$ cat config.mk
export PLATFORM = sky130hd
export DESIGN_NAME = countdown_timer
export DESIGN_NICKNAME = d
export VERILOG_FILES = /design/src/rtl/countdown_timer.sv
export SDC_FILE = /design/constraint.sdc
export NUM_CORES = 1
export LEC_CHECK = 0
export CAP_MARGIN = 20
export CORE_MARGIN = 2
export CORE_UTILIZATION = 60
export DETAILED_ROUTE_END_ITERATION = 6
export DONT_BUFFER_PORTS = 1
export PLACE_DENSITY = 0.82
export SYNTH_ARGS = -nofsm -noshare
export SYNTH_HDL_FRONTEND = slang
export SYNTH_SLANG_ARGS = --single-unit
export TNS_END_PERCENT = 10
$ cat constraint.sdc
create_clock -name clock -period 7.1 [get_ports clock]
set_clock_uncertainty 0.15 [all_clocks]
set_input_delay 1.065 -clock clock [delete_from_list [all_inputs] [get_ports clock]]
set_output_delay 1.065 -clock clock [all_outputs]
set_load 0.01 [all_outputs]
$ cat src/rtl/countdown_timer.sv
// countdown_timer: BCD MM:SS.t countdown, one tenth-second per prescaled tick.
// Optional feature macro: COUNTDOWN_AUTORELOAD_EN (reload preset on expiry, keep running).
module countdown_timer #(
  parameter int TICK_CYCLES = 10000000,
  parameter int PRESC_W     = 24
) (
  input  logic        clock,
  input  logic        reset,
  input  logic        load,
  input  logic [19:0] load_value,
  input  logic        start_stop,
  output logic [3:0]  min_tens,
  output logic [3:0]  min_units,
  output logic [3:0]  sec_tens,
  output logic [3:0]  sec_units,
  output logic [3:0]  tenths,
  output logic        running,
  output logic        expired,
  output logic        done
);

  typedef enum logic [1:0] {IDLE, RUN, PAUSE, DONE} state_t;

  state_t               state, state_n;
  logic [19:0]          cnt, cnt_n;        // {min_tens, min_units, sec_tens, sec_units, tenths}
  logic [19:0]          reload, reload_n;
  logic [PRESC_W-1:0]   presc, presc_n;
  logic                 done_n;
  logic                 tick;
  logic [19:0]          cnt_dec;
  logic [19:0]          load_san;

  // Digit positions 2 and 4 are tens digits (0-5); the rest are 0-9.
  function automatic logic [19:0] bcd_sanitize(input logic [19:0] v);
    logic [19:0] r;
    r = v;
    for (int i = 0; i < 5; i++) begin
      if (i == 2 || i == 4) begin
        if (v[i*4 +: 4] > 4'd5) r[i*4 +: 4] = 4'd5;
      end else begin
        if (v[i*4 +: 4] > 4'd9) r[i*4 +: 4] = 4'd9;
      end
    end
    return r;
  endfunction

  // Mixed-radix decrement: zero digits borrow and wrap to their max,
  // the first non-zero digit absorbs the borrow.
  function automatic logic [19:0] bcd_dec(input logic [19:0] v);
    logic [19:0] r;
    logic        borrow;
    r      = v;
    borrow = 1'b1;
    for (int i = 0; i < 5; i++) begin
      if (borrow) begin
        if (v[i*4 +: 4] == 4'd0) begin
          r[i*4 +: 4] = (i == 2 || i == 4) ? 4'd5 : 4'd9;
        end else begin
          r[i*4 +: 4] = v[i*4 +: 4] - 4'd1;
          borrow      = 1'b0;
        end
      end
    end
    return r;
  endfunction

  assign load_san = bcd_sanitize(load_value);
  assign cnt_dec  = bcd_dec(cnt);
  assign tick     = (state == RUN) && (presc == PRESC_W'(TICK_CYCLES - 1));

  // State, count and prescaler registers; flags registered from next-state.
  always_ff @(posedge clock or posedge reset) begin
    if (reset) begin
      state   <= IDLE;
      cnt     <= '0;
      reload  <= '0;
      presc   <= '0;
      running <= 1'b0;
      expired <= 1'b0;
      done    <= 1'b0;
    end else begin
      state   <= state_n;
      cnt     <= cnt_n;
      reload  <= reload_n;
      presc   <= presc_n;
      running <= (state_n == RUN);
      expired <= (state_n == DONE);
      done    <= done_n;
    end
  end

  // Next-state: load overrides everything; in RUN the current cycle's
  // prescaler step is always taken, then a start_stop pauses afterwards
  // (so a pause never loses or double-counts a cycle).
  always_comb begin
    state_n  = state;
    cnt_n    = cnt;
    reload_n = reload;
    presc_n  = presc;
    done_n   = 1'b0;
    if (load) begin
      cnt_n    = load_san;
      reload_n = load_san;
      presc_n  = '0;
      state_n  = IDLE;
    end else begin
      case (state)
        IDLE: begin
          if (start_stop && cnt != 20'd0) begin
            state_n = RUN;
            presc_n = '0;
          end
        end
        RUN: begin
          if (tick) begin
            presc_n = '0;
            if (cnt_dec == 20'd0) begin
              done_n = 1'b1;
`ifdef COUNTDOWN_AUTORELOAD_EN
              if (reload != 20'd0) begin
                cnt_n = reload;
              end else begin
                cnt_n   = 20'd0;
                state_n = DONE;
              end
`else
              cnt_n   = 20'd0;
              state_n = DONE;
`endif
            end else begin
              cnt_n = cnt_dec;
            end
          end else begin
            presc_n = presc + PRESC_W'(1);
          end
          if (start_stop && state_n == RUN) state_n = PAUSE;
        end
        PAUSE: begin
          if (start_stop) state_n = RUN;
        end
        DONE: begin
          state_n = DONE;
        end
        default: state_n = IDLE;
      endcase
    end
  end

  assign min_tens  = cnt[19:16];
  assign min_units = cnt[15:12];
  assign sec_tens  = cnt[11:8];
  assign sec_units = cnt[7:4];
  assign tenths    = cnt[3:0];

endmodule

Yosys cells after proc, flatten, opt, wreduce, memory -nomap -nowiden
Cells that the tools add are included.

Bits in registers: 49. Input port bits: 24. Logic and storage cells: 83.

$add $sub $neg: 6. Magnitude comparators: 5. Eq/ne operators: 8. Muxes and demuxes: 42. Reduce and logical (&&, ||, !) cells: 16.

Operator list (count): two-way mux 20 bit (4); two-way mux 24 bit (3); two-way mux 4 bit (14); one-hot mux 24 bit (2 select lines) (1); adder 24 x 1 -> 24 bit, second input constant (1); == test 24 bit, second input constant (1); zero test 20 bit (1); zero test 4 bit (5); nonzero test 20 bit (1); subtractor 4 x 1 -> 4 bit, second input constant (5); two-way mux 2 bit (8); greater-than comparator 4 bit, second input constant (3); two-way mux 1 bit (11); greater-than comparator 4 x 3 -> 1 bit, second input constant (2); one-hot mux 2 bit (4 select lines) (1); == test 2 x 1 -> 1 bit, second input constant (3); == test 2 bit, second input constant (3); AND reduction 2 bit (2); nonzero test 2 bit (2); logical AND 1 bit (3); inequality test 3 bit, second input constant (1); nonzero test 3 bit (1); zero test 2 bit (1).

Longest topological paths before layout
Gate-level depths: netlist of run 1.

Depth after elaboration: 17. Gate-level depth with buffers: 8. Gate-level depth less buffers: 6.

Worst setup path after synthesis of run 1
OpenSTA, ideal clock, no wires.

Path kind: register -> register. Start point: register cnt[0]. End point: register cnt[12]. Library setup time: 0.124 ns. Arrival time: 2.544 ns. Data required time: 6.826 ns. Path slack: 4.282 ns. Cell stages (with the launch flop): 8. Buffers on the path: 2. Clock period less this slack: 2.818 ns. Cell sequence: dfrtp_1 > or4_1 > buf_2 > or4_4 > buf_6 > or3_4 > o31a_1 > o31a_1.

Cells in the longest elaborated chain, start to end: 11. Elaborated cells between the ends (all ways): 16. Classes of those cells: add/sub: 1; mux: 13; reduce/logical: 2.

RTL lines: from (decl) (RTL line 25) `logic [19:0] cnt, cnt_n;`; from (signal assigned) (RTL line 83) `cnt <= cnt_n;`; zero test 4 bit (RTL line 56) `if (v[i*4 +: 4] == 4'd0) begin`; two-way mux 1 bit (RTL line 56); two-way mux 1 bit (3 in a row) (RTL line 55) `if (borrow) begin`; two-way mux 4 bit (RTL line 55); zero test 20 bit (RTL line 117) `if (cnt_dec == 20'd0) begin`; two-way mux 20 bit * (RTL line 117); two-way mux 20 bit * (RTL line 115) `if (tick) begin`; two-way mux 20 bit * (RTL line 107) `case (state)`; two-way mux 20 bit * (RTL line 101) `if (load) begin`.

Every way passes the cells marked *; elsewhere a longest branch is shown, timed or not. The select of a mux whose other input is x is not followed. A chain may end at the register's enable or synchronous reset.

Final worst setup path of run 1
Start point: register cnt[0]. End point: register presc[22].

Cells in the longest elaborated chain, start to end: 4.

RTL lines: nonzero test 20 bit (RTL line 109) `if (start_stop && cnt != 20'd0) begin`; logical AND 1 bit (RTL line 109); inequality test 3 bit (no line); AND reduction 2 bit (no line); to (signal assigned) (RTL line 85) `presc <= presc_n;`; to (decl) (RTL line 27) `logic [PRESC_W-1:0] presc, presc_n;`.

No other way between the ends.

==> results of run 1 <==
layout by cell type, fill, tap and decap left out, types with 2 or more instances in the layout:
cell type and count:
nor2_1 30, nand3_1 18, or4_1 7, nor4b_1 4, inv_1 7, a31oi_1 16, o21a_1 7, nand3b_1 2
o211ai_1 9, or3_1 3, a311oi_1 2, mux2i_1 13, and4b_1 2, a211o_1 3, nor4_1 16, clkbuf_8 5
o21ai_1 2, xor2_1 2, dfrtp_1 49, nand4_1 10, a22o_1 3, xnor2_1 6, or2_2 4, o32ai_1 3
and4_1 2, and3_1 7, a21oi_1 15, nand2b_1 2, a21o_1 3, nand2_1 29, nor3_1 12, o31a_1 5
nor4bb_1 3, nor2b_1 4, o21ai_0 18
state kept, by name, indices dropped and copies added, names as in the netlist:
signal,cells
expired,1
running,1
done,1
cnt,20
presc,24
state,2
layout make-up:
| cell class | count | area (um^2) | share of cell area |
|---|---|---|---|
| Tap cell | 70 | 87.58 | 0.02733 |
| Clock buffer | 5 | 68.82 | 0.02148 |
| Inverter | 8 | 30.03 | 0.009371 |
| Sequential cell | 49 | 1226 | 0.3827 |
| Multi-Input combinational cell | 281 | 1759 | 0.5490 |
| Clock inverter | 1 | 5.005 | 0.001562 |
| Timing Repair Buffer | 2 | 27.53 | 0.008590 |
metal layers:
metal / wire length, um / track usage / vias to the layer above
met5: 0 / 0 / -
met4: 103 / 0.09942 / 0
met3: 594 / 0.06481 / 10
met2: 3325 / 0.3836 / 134
met1: 3379 / 0.3987 / 1395
li1: - / - / 1352
through the flow:
stage               setup slack [ns]  total power (W)
finish                         3.967        0.0005261
global route                   3.761        0.0005461
CTS                            3.997        0.0005243
detailed placement             4.028        0.0003714
global placement               4.097        0.0003695
floorplan                      4.282        0.0003599
power breakdown:
part / switching, W / leakage [nW] / internal [W]
logic: 0.0000353 / 0.483 / 0.0000219
clock network: 0.0000932 / 0.0399 / 0.0000651
registers: 0.0000216 / 0.641 / 0.000289
worst paths after layout:
check | start | end | slack (ns) | depth (start not counted)
worst max-delay path | cnt[0]$_DFFE_PP0P_ | presc[22]$_DFFE_PP0P_ | 3.97 | 5
worst min-delay path | reset | presc[10]$_DFFE_PP0P_ | 0.39 | 1
worst max register to register | cnt[0]$_DFFE_PP0P_ | presc[22]$_DFFE_PP0P_ | 3.97 | 5
worst min register to register | presc[6]$_DFFE_PP0P_ | presc[6]$_DFFE_PP0P_ | 0.40 | 1
max in group asynchronous | reset | presc[12]$_DFFE_PP0P_ | 5.92 | 2
min in group clock | presc[6]$_DFFE_PP0P_ | presc[6]$_DFFE_PP0P_ | 0.40 | 1
cells by family after synthesis:
family          synth area share
simple gates              0.2868
flops                     0.3976
xor+xnor                 0.02272
fa+ha+maj               0.004056
buf+inv                  0.03205
compound gates            0.2146
mux                      0.04219
critical path, delay by kind of cell, from the launching register on:
kind             cells  cell delay, ns
AO/OA/AOI/OAI        3            1.19
flip-flops           1            0.48
AND/OR/NAND/NOR      2            1.22
==> key figures, run 1 <==
Status
  • Outcome: finished clean

Die
  • Die area: about 5700 um^2
  • I/O pin cnt: 47
  • Initial Util: 0.6117
  • Core Area: between 5000 and 6000 um^2
  • Row cnt: 26
  • Die span in y: between 70 and 80 um
  • Die Span X: ~76 um

Synthesis
  • Top-count cell post-synth: dfrtp_1
  • Mapped Cells: about 350
  • Fraction of registers with async set or reset after synthesis: 1.000
  • Primary FF master, synth: dfrtp_1
  • Top cells by area, synth: dfrtp_1, mux2i_1, nor2_1
  • Mapped Avg Cell Area: between 8 and 9 um^2
  • Commonest cells in the netlist: dfrtp_1, nor2_1, nand2_1
  • Mapped cell area: about 3100 um^2
  • Yosys warnings: 0
  • Yosys cell types: 56
  • Area leader, netlist: dfrtp_1
  • Sequential area share after synthesis: 0.3976
  • Post-synth EDFFs: 0
  • Syn nets: 379
  • Synthesis-stage register bit count: about 50
  • Synth top area share: 0.3976

STA
  • Final setup fails: 0
  • Worst-Margin Slew: between 0.7 and 0.8 ns
  • Slew Viols, Final: 0
  • Final Hold Viols: 0
  • Setup TNS: 0 ns
  • Min Clock Period, post-route: between 3 and 4 ns
  • Final Cycle Share: 0.4413
  • RSZ-0062 raised after global routing: no
  • Max-slew headroom: 0.5219
  • FMAX: between 300 and 400 MHz
  • Smallest hold slack: around 0.39 ns

Route
  • Drt first-iter violations: between 200 and 300
  • Post-route ant nets: 0
  • Residual DRC count: 0
  • Final wirelength: roughly 7400 um
  • Via count: 2891
  • DRT Pass-1 Iters: 5
  • WL/cell: 17.80 um
  • Mean number of vias per cell: about 6.9

CTS
  • Cts bufs inserted: 5
  • CTS resizes: 0
  • Clock Tree Buf Depth: 2
  • Clock slew at reported path FFs: ~0.09 ns
  • Post-CTS setup buffer count: 0
  • CTS Root Buffer Type: clkbuf_8
  • Clk_lat worst skew: between 0.3 and 0.4 ns
  • Clock sinks: a little under 50
  • CTS tree: built
  • Hold Buf Count CTS: 0
  • H-Tree Depth: 2

Cells and area
  • Fillers: 437
  • Share of cells above drive strength 1: 0.05202
  • Final instance area: about 3200 um^2
  • Final cell count without fillers: between 400 and 500
  • Antenna diode count: 0
  • Syn-to-layout area delta: 3.894%
  • Final-stage net count: between 300 and 400
  • Final core utilization: 0.6355

Placement
  • Final HPWL DP: ~5200 um
  • Placed Instances: ~400
  • Port buffer count: 0
  • Gpl congestion: approximately 0.84
  • Area after DPL: between 3000 and 4000 um^2

GRT
  • Initial antenna violation count: 0
  • Gr usage total: 0.2698
  • GR Overflow Total: 0
  • Pin count of the biggest net entering global routing: 50
  • Vias in the first global route: between 2000 and 3000
  • First-pass GRT wire length: between 10000 and 15000 um

Critical path
  • Worst path cell trace: or4_1 -> or4_4 -> o21ai_2 -> o21ai_1 -> a31oi_1
  • Critical Path AT: approximately 3.2 ns
  • Setup crit end kind: register
  • Crit path required time: roughly 7 ns
  • Startpoint types: register
  • Critical path class: reg2reg
  • Crit-path slowest cell: or4_1
  • Max stage delay on crit path: about 0.7 ns
  • CP max FO: 17

Flow run
  • Max_cap viols: 0

Power
  • Max VDD drop: 92.74 uV
  • Pwr dens: about 160 nW/um^2
  • Pleak: about 1.2 nW

Min path
  • Hold Crit Class: in2async
Note: power is estimated with default switching activity, not from simulation.
==> inputs of run 2 (changes only) <==
==> constraint.sdc (replaced) <==
create_clock -name clock -period 2.9 [get_ports clock]
set_clock_uncertainty 0.15 [all_clocks]
set_input_delay 0.435 -clock clock [delete_from_list [all_inputs] [get_ports clock]]
set_output_delay 0.435 -clock clock [all_outputs]
set_load 0.01 [all_outputs]
==> run 2 against run 1 <==
Compared with the run above: critical path depth stayed put; sequential cell count stayed put; core utilization is 3.4 points higher; global-route usage is 1.6 points higher; die area stayed put; cell count is 5.0% higher; count of clock-buffer cells in the layout is 2 higher; non-clock buffer count is 19 higher; sequential power is 140% higher; via count is 2.2% higher; combinational power grew to 3.2 times the previous value; sequential share of layout area is 2.0 points lower; critical path type unchanged; largest cell class unchanged.
==> key figures, run 2 (synthesis results as in run 1) <==
GRT
  • Vias in the first global route: 2637 (was 2573)
  • Gr usage total: 0.2857 (was 0.2698)
  • GR Overflow Total: 0 (unchanged)
  • First-pass GRT wire length: 12340 um (was 11920 um)
  • Initial antenna violation count: 0 (unchanged)
  • Pin count of the biggest net entering global routing: 50 (unchanged)

Die
  • Initial Util: 0.6117 (unchanged)
  • Die area: 5730 um^2 (unchanged)
  • Core Area: 5042 um^2 (unchanged)
  • Die Span X: 75.70 um (unchanged)
  • Row cnt: 26 (unchanged)
  • I/O pin cnt: 47 (unchanged)
  • Die span in y: 75.70 um (unchanged)

Cells and area
  • Syn-to-layout area delta: 9.493% (was 3.894%)
  • Largest reg by FF count: presc (unchanged)
  • Final cell count without fillers: 437 (was 416)
  • Share of cells above drive strength 1: 0.1035 (was 0.05202)
  • Max reg flops: 24 (unchanged)
  • Final-stage net count: 391 (was 372)
  • Antenna diode count: 0 (unchanged)
  • Biggest regs: presc: 24 flops, cnt: 20 flops, state: 2 flops (unchanged)
  • Most frequent cells in the layout: dfrtp_1, nor2_1, nand2_1 (unchanged)
  • Most common cell after layout, fill and taps aside: dfrtp_1 (unchanged)

Placement
  • Port buffer count: 0 (unchanged)
  • Gpl congestion: 0.8555 (was 0.8381)
  • Placed Instances: 427 (was 409)
  • Final HPWL DP: 5648 um (was 5162 um)
  • Place WS: 0.1657 ns (was 4.028 ns)

STA
  • RSZ-0062 raised after global routing: no (unchanged)
  • Smallest hold slack: 0.04069 ns (was 0.3947 ns)
  • Final WS setup: 0.1177 ns (was 3.967 ns)
  • Final Cycle Share: 0.9594 (was 0.4413)
  • FMAX: 359.4 MHz (was 319.2 MHz)
  • Max-slew headroom: 0.4956 (was 0.5219)
  • Worst-Margin Slew: 0.7516 ns (was 0.7164 ns)
  • Setup TNS: 0 ns (unchanged)
  • Final Hold Viols: 0 (unchanged)
  • Final setup fails: 0 (unchanged)
  • Min Clock Period, post-route: 2.782 ns (was 3.133 ns)
  • Slew Viols, Final: 0 (unchanged)

Power
  • Pwr dens: 406.4 nW/um^2 (was 164.2 nW/um^2)
  • Max VDD drop: 298.5 uV (was 92.74 uV)
  • Pleak: 1.269 nW (was 1.164 nW)
  • Total design power: 0.001372 W (was 0.0005261 W)

Route
  • Final wirelength: 8076 um (was 7404 um)
  • DRT Pass-1 Iters: 5 (unchanged)
  • Mean number of vias per cell: 6.760 (was 6.950)
  • Via count: 2954 (was 2891)
  • Residual DRC count: 0 (unchanged)
  • Post-route ant nets: 0 (unchanged)
  • WL/cell: 18.48 um (was 17.80 um)
  • Drt first-iter violations: 355 (was 280)

CTS
  • Clock Tree Buf Depth: 2 (unchanged)
  • H-Tree Depth: 2 (unchanged)
  • Clk_lat worst skew: 0.30 ns (was 0.32 ns)
  • CTS tree: built (unchanged)
  • CTS Root Buffer Type: clkbuf_8 (unchanged)
  • CTS resizes: 0 (unchanged)
  • Clock slew at reported path FFs: 0.09 ns (about the same)
  • Clock sinks: 49 (unchanged)
  • Cts bufs inserted: 5 (unchanged)

Critical path
  • Critical path class: reg2reg (unchanged)
  • Startpoint types: register (unchanged)
  • CP max FO: 8 (was 17)
  • Crit path required time: 2.94 ns (was 7.18 ns)
  • Critical Path AT: 2.82 ns (was 3.21 ns)
  • Setup crit end kind: register (unchanged)

Min path
  • Hold Crit Class: in2reg (was in2async)

Status
  • Outcome: finished clean (unchanged)

Flow run
  • Max_cap viols: 0 (unchanged)
==> run 2: cell count changes in the layout (fill, tap and decap cells not counted), sizes merged <==
cell         before  now
buf               2   20
clkbuf            5    7
dlygate4sd3       0    1
==> run 2: timing repair <==
item	CTS	global route
setup buffers	0	0
hold buffers	0	1
endpoints found under the hold margin	0	8
==> run 2: worst paths after layout <==
check | to | start | slack [ns] | cells past startpoint
worst min-delay path | expired$_DFF_PP0_ | load | 0.04 | 1
worst max register to register | cnt[12]$_DFFE_PP0P_ | cnt[4]$_DFFE_PP0P_ | 0.12 | 5
worst max-delay path | cnt[12]$_DFFE_PP0P_ | cnt[4]$_DFFE_PP0P_ | 0.12 | 5
min in group asynchronous | cnt[2]$_DFFE_PP0P_ | reset | 0.34 | 2
max in group asynchronous | cnt[8]$_DFFE_PP0P_ | reset | 1.79 | 3
worst min register to register | presc[4]$_DFFE_PP0P_ | presc[4]$_DFFE_PP0P_ | 0.40 | 1
==> run 2: layout make-up <==
cell class              count  area (um^2)
clock buffers               7        96.34
clock inverters             1        5.005
fillers                   428         1665
inverters                   8        30.03
multi-input cells         281         1759
flip-flops and latches     49         1226
well taps                  70        87.58
repair buffers             21        172.7
==> run 2: per-layer routing <==
layer	track usage	wire length (um)	vias to the layer above
li1	-	-	1386
met1	0.4226	3626	1424
met2	0.4290	3723	125
met3	0.05820	585	19
met4	0.07797	141	0
met5	0	0	-
==> run 2: worst max-delay path, stage by stage (launching register included) <==
cell and delay [ns]:
dfrtp_1 0.39, or4_1 0.58, or4_4 0.57, or3_4 0.44
o31a_1 0.27, o31a_1 0.28
==> run 2: power by group <==
group	total, W	leakage (nW)	switching (W)	internal [W]
Combinational	0.000184	0.574	0.000111	0.0000731
Clock	0.000442	0.0542	0.000226	0.000216
Sequential	0.000746	0.641	0.0000385	0.000708
Total	0.00137	1.27	0.000375	0.000997
==> run 2: per-stage QoR <==
stage / utilization / cell area (um^2)
after floorplan: - / 3084
after global placement: 0.6437 / 3246
after detailed placement: 0.6437 / 3246
after CTS: 0.6638 / 3347
after global routing: 0.6697 / 3377
final: 0.6697 / 3377
